--- config.mk ---
export PLATFORM = sky130hd
export DESIGN_NAME = fetch_ctrl
export DESIGN_NICKNAME = d
export VERILOG_FILES = /design/src/rtl/fetch_ctrl_pkg.sv /design/src/rtl/fetch_loader.sv /design/src/rtl/fetch_ctrl.sv
export SDC_FILE = /design/constraint.sdc
export NUM_CORES = 1
export LEC_CHECK = 0
export BUFFER_PORTS_ARGS = -buffer_cell sky130_fd_sc_hd__buf_4
export CORE_MARGIN = 1
export CORE_UTILIZATION = 50
export DETAILED_ROUTE_END_ITERATION = 16
export PLACE_DENSITY_LB_ADDON = 0.3
export SLEW_MARGIN = 20
export SYNTH_ARGS = -nofsm -noshare
export SYNTH_HDL_FRONTEND = slang
export SYNTH_SLANG_ARGS = --single-unit
--- constraint.sdc ---
create_clock -name clk -period 3.3 [get_ports clk]
set_clock_uncertainty 0.15 [all_clocks]
set_input_delay 0.33 -clock clk [delete_from_list [all_inputs] [get_ports clk]]
set_output_delay 0.33 -clock clk [all_outputs]
set_load 0.03 [all_outputs]
--- src/rtl/fetch_ctrl_pkg.sv ---
// ============================================================================
// fetch_ctrl_pkg : shared FSM encoding and instruction-memory constants
// Rev 1.0
// ============================================================================
`default_nettype none

package fetch_ctrl_pkg;

  typedef enum logic [0:0] {
    ST_RUN  = 1'b0,
    ST_LOAD = 1'b1
  } fetch_state_e;

  localparam logic [31:0] C_NOP        = 32'h0000_0000;
  localparam int unsigned C_IMEM_DEPTH = 256;
  localparam int unsigned C_IMEM_AW    = $clog2(C_IMEM_DEPTH);

  function automatic logic [31:0] word_align(input logic [31:0] a);
    return a & ~32'h0000_0003;
  endfunction

endpackage

`default_nettype wire

--- src/rtl/fetch_loader.sv ---
// ============================================================================
// fetch_loader : little-endian byte-to-word assembler for program loading.
// Present only when FETCH_CTRL_LOADER_EN is defined.  Rev 1.0
// ============================================================================
`default_nettype none

`ifdef FETCH_CTRL_LOADER_EN
module fetch_loader
  import fetch_ctrl_pkg::*;
(
  input  logic                 clk,
  input  logic                 rst,
  input  logic                 i_active,
  input  logic                 i_restart,
  input  logic                 i_abort,
  input  logic                 i_valid,
  input  logic [7:0]           i_data,
  output logic                 o_ready,
  output logic                 o_we,
  output logic [C_IMEM_AW-1:0] o_addr,
  output logic [31:0]          o_data
);

  logic [1:0]           r_cnt;
  logic                 r_we;
  logic [C_IMEM_AW-1:0] r_addr;
  logic [31:0]          r_data;
  logic                 w_accept;
  logic [1:0]           w_lane;

  assign o_ready  = i_active & ~i_abort;
  assign w_accept = o_ready & i_valid;
  // A restart re-bases the word, so a byte taken in that cycle becomes byte 0.
  assign w_lane   = i_restart ? 2'd0 : r_cnt;

  always_ff @(posedge clk) begin
    if (!rst) begin
      r_cnt  <= 2'd0;
      r_we   <= 1'b0;
      r_addr <= '0;
      r_data <= 32'h0000_0000;
    end else begin
      r_we <= w_accept & (r_cnt == 2'd3) & ~i_restart;
      if (i_restart) begin
        r_addr <= '0;
        r_cnt  <= {1'b0, w_accept};
      end else begin
        if (r_we) begin
          r_addr <= r_addr + 1'b1;
        end
        if (i_abort) begin
          r_cnt <= 2'd0;
        end else if (w_accept) begin
          r_cnt <= r_cnt + 1'b1;
        end
      end
      if (w_accept) begin
        r_data[{w_lane, 3'b000} +: 8] <= i_data;
      end
    end
  end

  assign o_we   = r_we;
  assign o_addr = r_addr;
  assign o_data = r_data;

endmodule
`endif

`default_nettype wire

--- src/rtl/fetch_ctrl.sv ---
// ============================================================================
// fetch_ctrl : PC sequencing with stall/branch handling and a RUN/LOAD FSM.
// Optional program loader enabled by FETCH_CTRL_LOADER_EN.  Rev 1.0
// ============================================================================
`default_nettype none

module fetch_ctrl
  import fetch_ctrl_pkg::*;
#(
  parameter logic [31:0] RESET_PC = 32'h0000_0000
) (
  input  logic                 clk,
  input  logic                 rst,
  input  logic                 stall,
  input  logic                 branch_taken,
  input  logic [31:0]          branch_target,
  input  logic                 ld_start,
  input  logic                 ld_end,
  input  logic                 ld_valid,
  input  logic [7:0]           ld_data,
  output logic                 ld_ready,
  output logic [31:0]          pc,
  output logic [31:0]          pc_id,
  output logic                 read_en,
  output logic                 flush,
  output logic                 write_en,
  output logic [C_IMEM_AW-1:0] write_addr,
  output logic [31:0]          write_data,
  output logic                 loading
);

  fetch_state_e r_state;
  fetch_state_e w_state_nxt;
  logic [31:0]  r_pc;
  logic [31:0]  r_pc_id;
  logic         w_read_en;
  logic         w_flush;
  logic         w_ld_start;
  logic         w_ld_end;
  logic         w_loading;

  assign w_loading = rst & (r_state == ST_LOAD);

`ifdef FETCH_CTRL_LOADER_EN
  assign w_ld_start = ld_start;
  assign w_ld_end   = ld_end;

  fetch_loader u_loader (
    .clk       (clk),
    .rst       (rst),
    .i_active  (w_loading),
    .i_restart (ld_start),
    .i_abort   (ld_end),
    .i_valid   (ld_valid),
    .i_data    (ld_data),
    .o_ready   (ld_ready),
    .o_we      (write_en),
    .o_addr    (write_addr),
    .o_data    (write_data)
  );
`else
  logic w_ld_unused;
  assign w_ld_unused = ^{ld_start, ld_end, ld_valid, ld_data};
  assign w_ld_start  = 1'b0;
  assign w_ld_end    = 1'b0;
  assign ld_ready    = 1'b0;
  assign write_en    = 1'b0;
  assign write_addr  = '0;
  assign write_data  = C_NOP;
`endif

  always_ff @(posedge clk) begin
    if (!rst) begin
      r_state <= ST_RUN;
    end else begin
      r_state <= w_state_nxt;
    end
  end

  always_comb begin
    w_state_nxt = r_state;
    case (r_state)
      ST_RUN:  if (w_ld_start) w_state_nxt = ST_LOAD;
      ST_LOAD: if (w_ld_start) w_state_nxt = ST_LOAD;
               else if (w_ld_end) w_state_nxt = ST_RUN;
      default: w_state_nxt = ST_RUN;
    endcase
  end

  // Reset forces the memory into flush so nothing stale reaches decode.
  always_comb begin
    w_read_en = 1'b0;
    w_flush   = 1'b1;
    if (rst) begin
      case (r_state)
        ST_RUN: begin
          if (w_ld_start || branch_taken) begin
            w_read_en = 1'b0;
            w_flush   = 1'b1;
          end else if (stall) begin
            w_read_en = 1'b0;
            w_flush   = 1'b0;
          end else begin
            w_read_en = 1'b1;
            w_flush   = 1'b0;
          end
        end
        default: begin
          w_read_en = 1'b0;
          w_flush   = 1'b1;
        end
      endcase
    end
  end

  always_ff @(posedge clk) begin
    if (!rst) begin
      r_pc    <= RESET_PC;
      r_pc_id <= C_NOP;
    end else begin
      case (r_state)
        ST_RUN: begin
          if (w_ld_start) begin
            r_pc <= r_pc;
          end else if (branch_taken) begin
            r_pc <= word_align(branch_target);
          end else if (!stall) begin
            r_pc <= r_pc + 32'd4;
          end
        end
        default: begin
          if (!w_ld_start && w_ld_end) begin
            r_pc <= RESET_PC;
          end
        end
      endcase
      // pc_id trails pc by the one-cycle memory read latency.
      if (w_flush) begin
        r_pc_id <= C_NOP;
      end else if (w_read_en) begin
        r_pc_id <= r_pc;
      end
    end
  end

  assign pc      = r_pc;
  assign pc_id   = r_pc_id;
  assign read_en = w_read_en;
  assign flush   = w_flush;
  assign loading = w_loading;

endmodule

`default_nettype wire

==> run summary <==
IO Count - 156
area added between synthesis and finish - 21.1%
setup TNS - 0 ns
Crit Path Max Fanout - 10
cell type with the largest total area after synthesis - dfxtp_1
Slew HR - 36.2%
share of layout cells above drive strength 1 - 25.6%
Initial Utilization - 53.2%
post-DR vias/cell - 5.44
P_leak - 1.81 nW
top post-synthesis cells by count - dfxtp_1 (60), buf_4 (49), nor2_1 (34)
# setup viols final - 0
synth unique cells - 46
Max Fclk - 0.402 GHz
WS Path Type - flip-flop to flip-flop
IO buf count - 95
post-synthesis sequential area ratio - 37.0%
final-report max-slew violation count - 0
Power Dens Cells - 441 nW/um^2
minimum clock period - 2.49 ns
initial antenna violation count - 0
Worst-Margin Slew - 0.949 ns
Die Width - 82.6 um
asr flop ratio synth - 0%
First-pass DRT Iterations - 4
Clock Path Buffers - 2
Synth area leaders - dfxtp_1 (37%), buf_4 (11%), mux2i_1 (9.6%), nor2_1 (3.9%), o21ai_0 (3.2%)
Detailed Place HPWL - 5290 um
number of setup buffers added after CTS - 0
critical path startpoint category - flip-flop
gr usage total - 23.5%
element type at the critical path end - flip-flop
Post-Route WL - 7710 um
DRT iter0 DRCs - 129
flops & latches, synth - 60
clk sink count - 60
n_diodes - 0
Max IR drop VDD - 0.000280 V
Core Util, Final - 64.4%
total number of vias - 2871
height of the die - 82.6 um
Worst-path clk slew - 0.06 ns
Mapped Cells - 367
Rows - 28
number of max-cap violations - 0
RePlAce Congestion - 0.793
pin count of the biggest net entering global routing - 43
CTS tree - built
area post-placement - 3760 um^2
Final ANT Viol Nets - 0
count leader, synth - dfxtp_1
Num CTS Buffers - 9
RSZ-0062 raised after global routing - no
vias in the first global route - 2505
CP required - 3.40 ns
Die ar. - 6810 um^2
# DRC - 0
number of synthesized flops with an enable pin - 0
share of the synthesized area in the top cell type - 37.0%
Min Hold Slack - 0.0681 ns
hold buffer count at CTS - 0
Worst Hold Class - input port to flip-flop
status - finished, final reports clean
cts repair resizes - 0
Core ar. - 6100 um^2
CTS H-tree lvls - 3
net count reported at finish - 497
final worst path period share - 75.4%
root buffer cell - clkbuf_8
first-pass GRT wire length - 11900 um
synthesized area - 3240 um^2
Wirelength per Cell - 14.6 um
fin area - 3930 um^2
Worst-Skew Late Latency - 0.33 ns
final hold vios - 0
Worst EP arrival - 2.59 ns
grt total ovfl - 0
most used flip-flop cell after synthesis - dfxtp_1
Yosys warning count - 0
Synth Area per Inst - 8.84 um^2
-- stage by stage --
stage	total power, mW	worst slack (ns)	cells
floorplan	1.10	0.970	413
global placement	1.16	0.880	513
detailed placement	1.16	0.811	513
CTS	1.74	0.815	528
global route	1.82	0.554	528
finish	1.73	0.811	528
-- placed cells by master (no fill, tap or decap), drive strengths merged, types with 2 or more instances in the layout --
cell	instances
and4	10
nand2	18
and3	5
nand4b	3
dfxtp	60
a211oi	2
nor2	34
o311a	3
nor3	9
a31oi	6
clkbuf	13
a21oi	5
conb	47
nor4	4
or3	2
mux2i	31
nor3b	3
o31ai	5
nand4	13
clkinv	2
o211a	7
nor2b	6
o21ai	21
inv	3
nand3	9
or4	5
a311oi	5
xnor2	5
xor2	7
nand2b	5
buf	97
-- power by group --
part           switching (mW)  leakage [nW]  internal [mW]  total [mW]
combinational           0.222          1.23          0.117       0.339
clock                   0.274        0.0893          0.308       0.582
sequential             0.0532         0.492          0.758       0.811
-- area by class of cell --
type	count	area [um^2]
Clock inverter	2	10.0
Tap cell	75	93.8
Sequential cell	60	1200
Inverter	3	11.3
Fill cell	533	2170
Multi-Input combinational cell	278	1720
Timing Repair Buffer	97	728
Clock buffer	13	159
-- worst paths after layout --
kind | start | endpoint | slack [ns] | cells after the start
worst max-delay path | pc[2] | pc[18] | 0.81 | 5
worst min register to register | pc_id[28] | pc_id[28] | 0.34 | 2
worst max register to register | pc[2] | pc[18] | 0.81 | 5
worst min-delay path | branch_target[5] | pc[5] | 0.07 | 2
-- logic make-up after synthesis --
kind of cell / share of synthesized area (%)
DFF: 37.0
xor gates and xnor gates: 3.24
AOI/OAI and AO/OA: 12.5
muxes: 9.56
adders and majority gates: 0.386
buffers and inverters: 15.2
and+or+nand+nor: 22.0
other: 0.116
-- state kept, by name, summed over array words and instances, names as in the netlist --
register	count
pc	30
pc_id	30
-- routing by layer --
layer / vias to the layer above / wire (um) / track usage (%)
li1: 1389 / - / -
met1: 1338 / 3340 / 29.5
met2: 131 / 3650 / 37.9
met3: 13 / 547 / 4.51
met4: 0 / 162 / 13.1
met5: - / 0 / 0
-- critical path, stage by stage, from the launching register on --
cell and delay (ns):
dfxtp_1 0.49, ha_1 0.21, nor2b_1 0.42, nand3_1 0.39
or4_1 0.57, a31oi_1 0.18
Power figures use the tool's default switching activity.
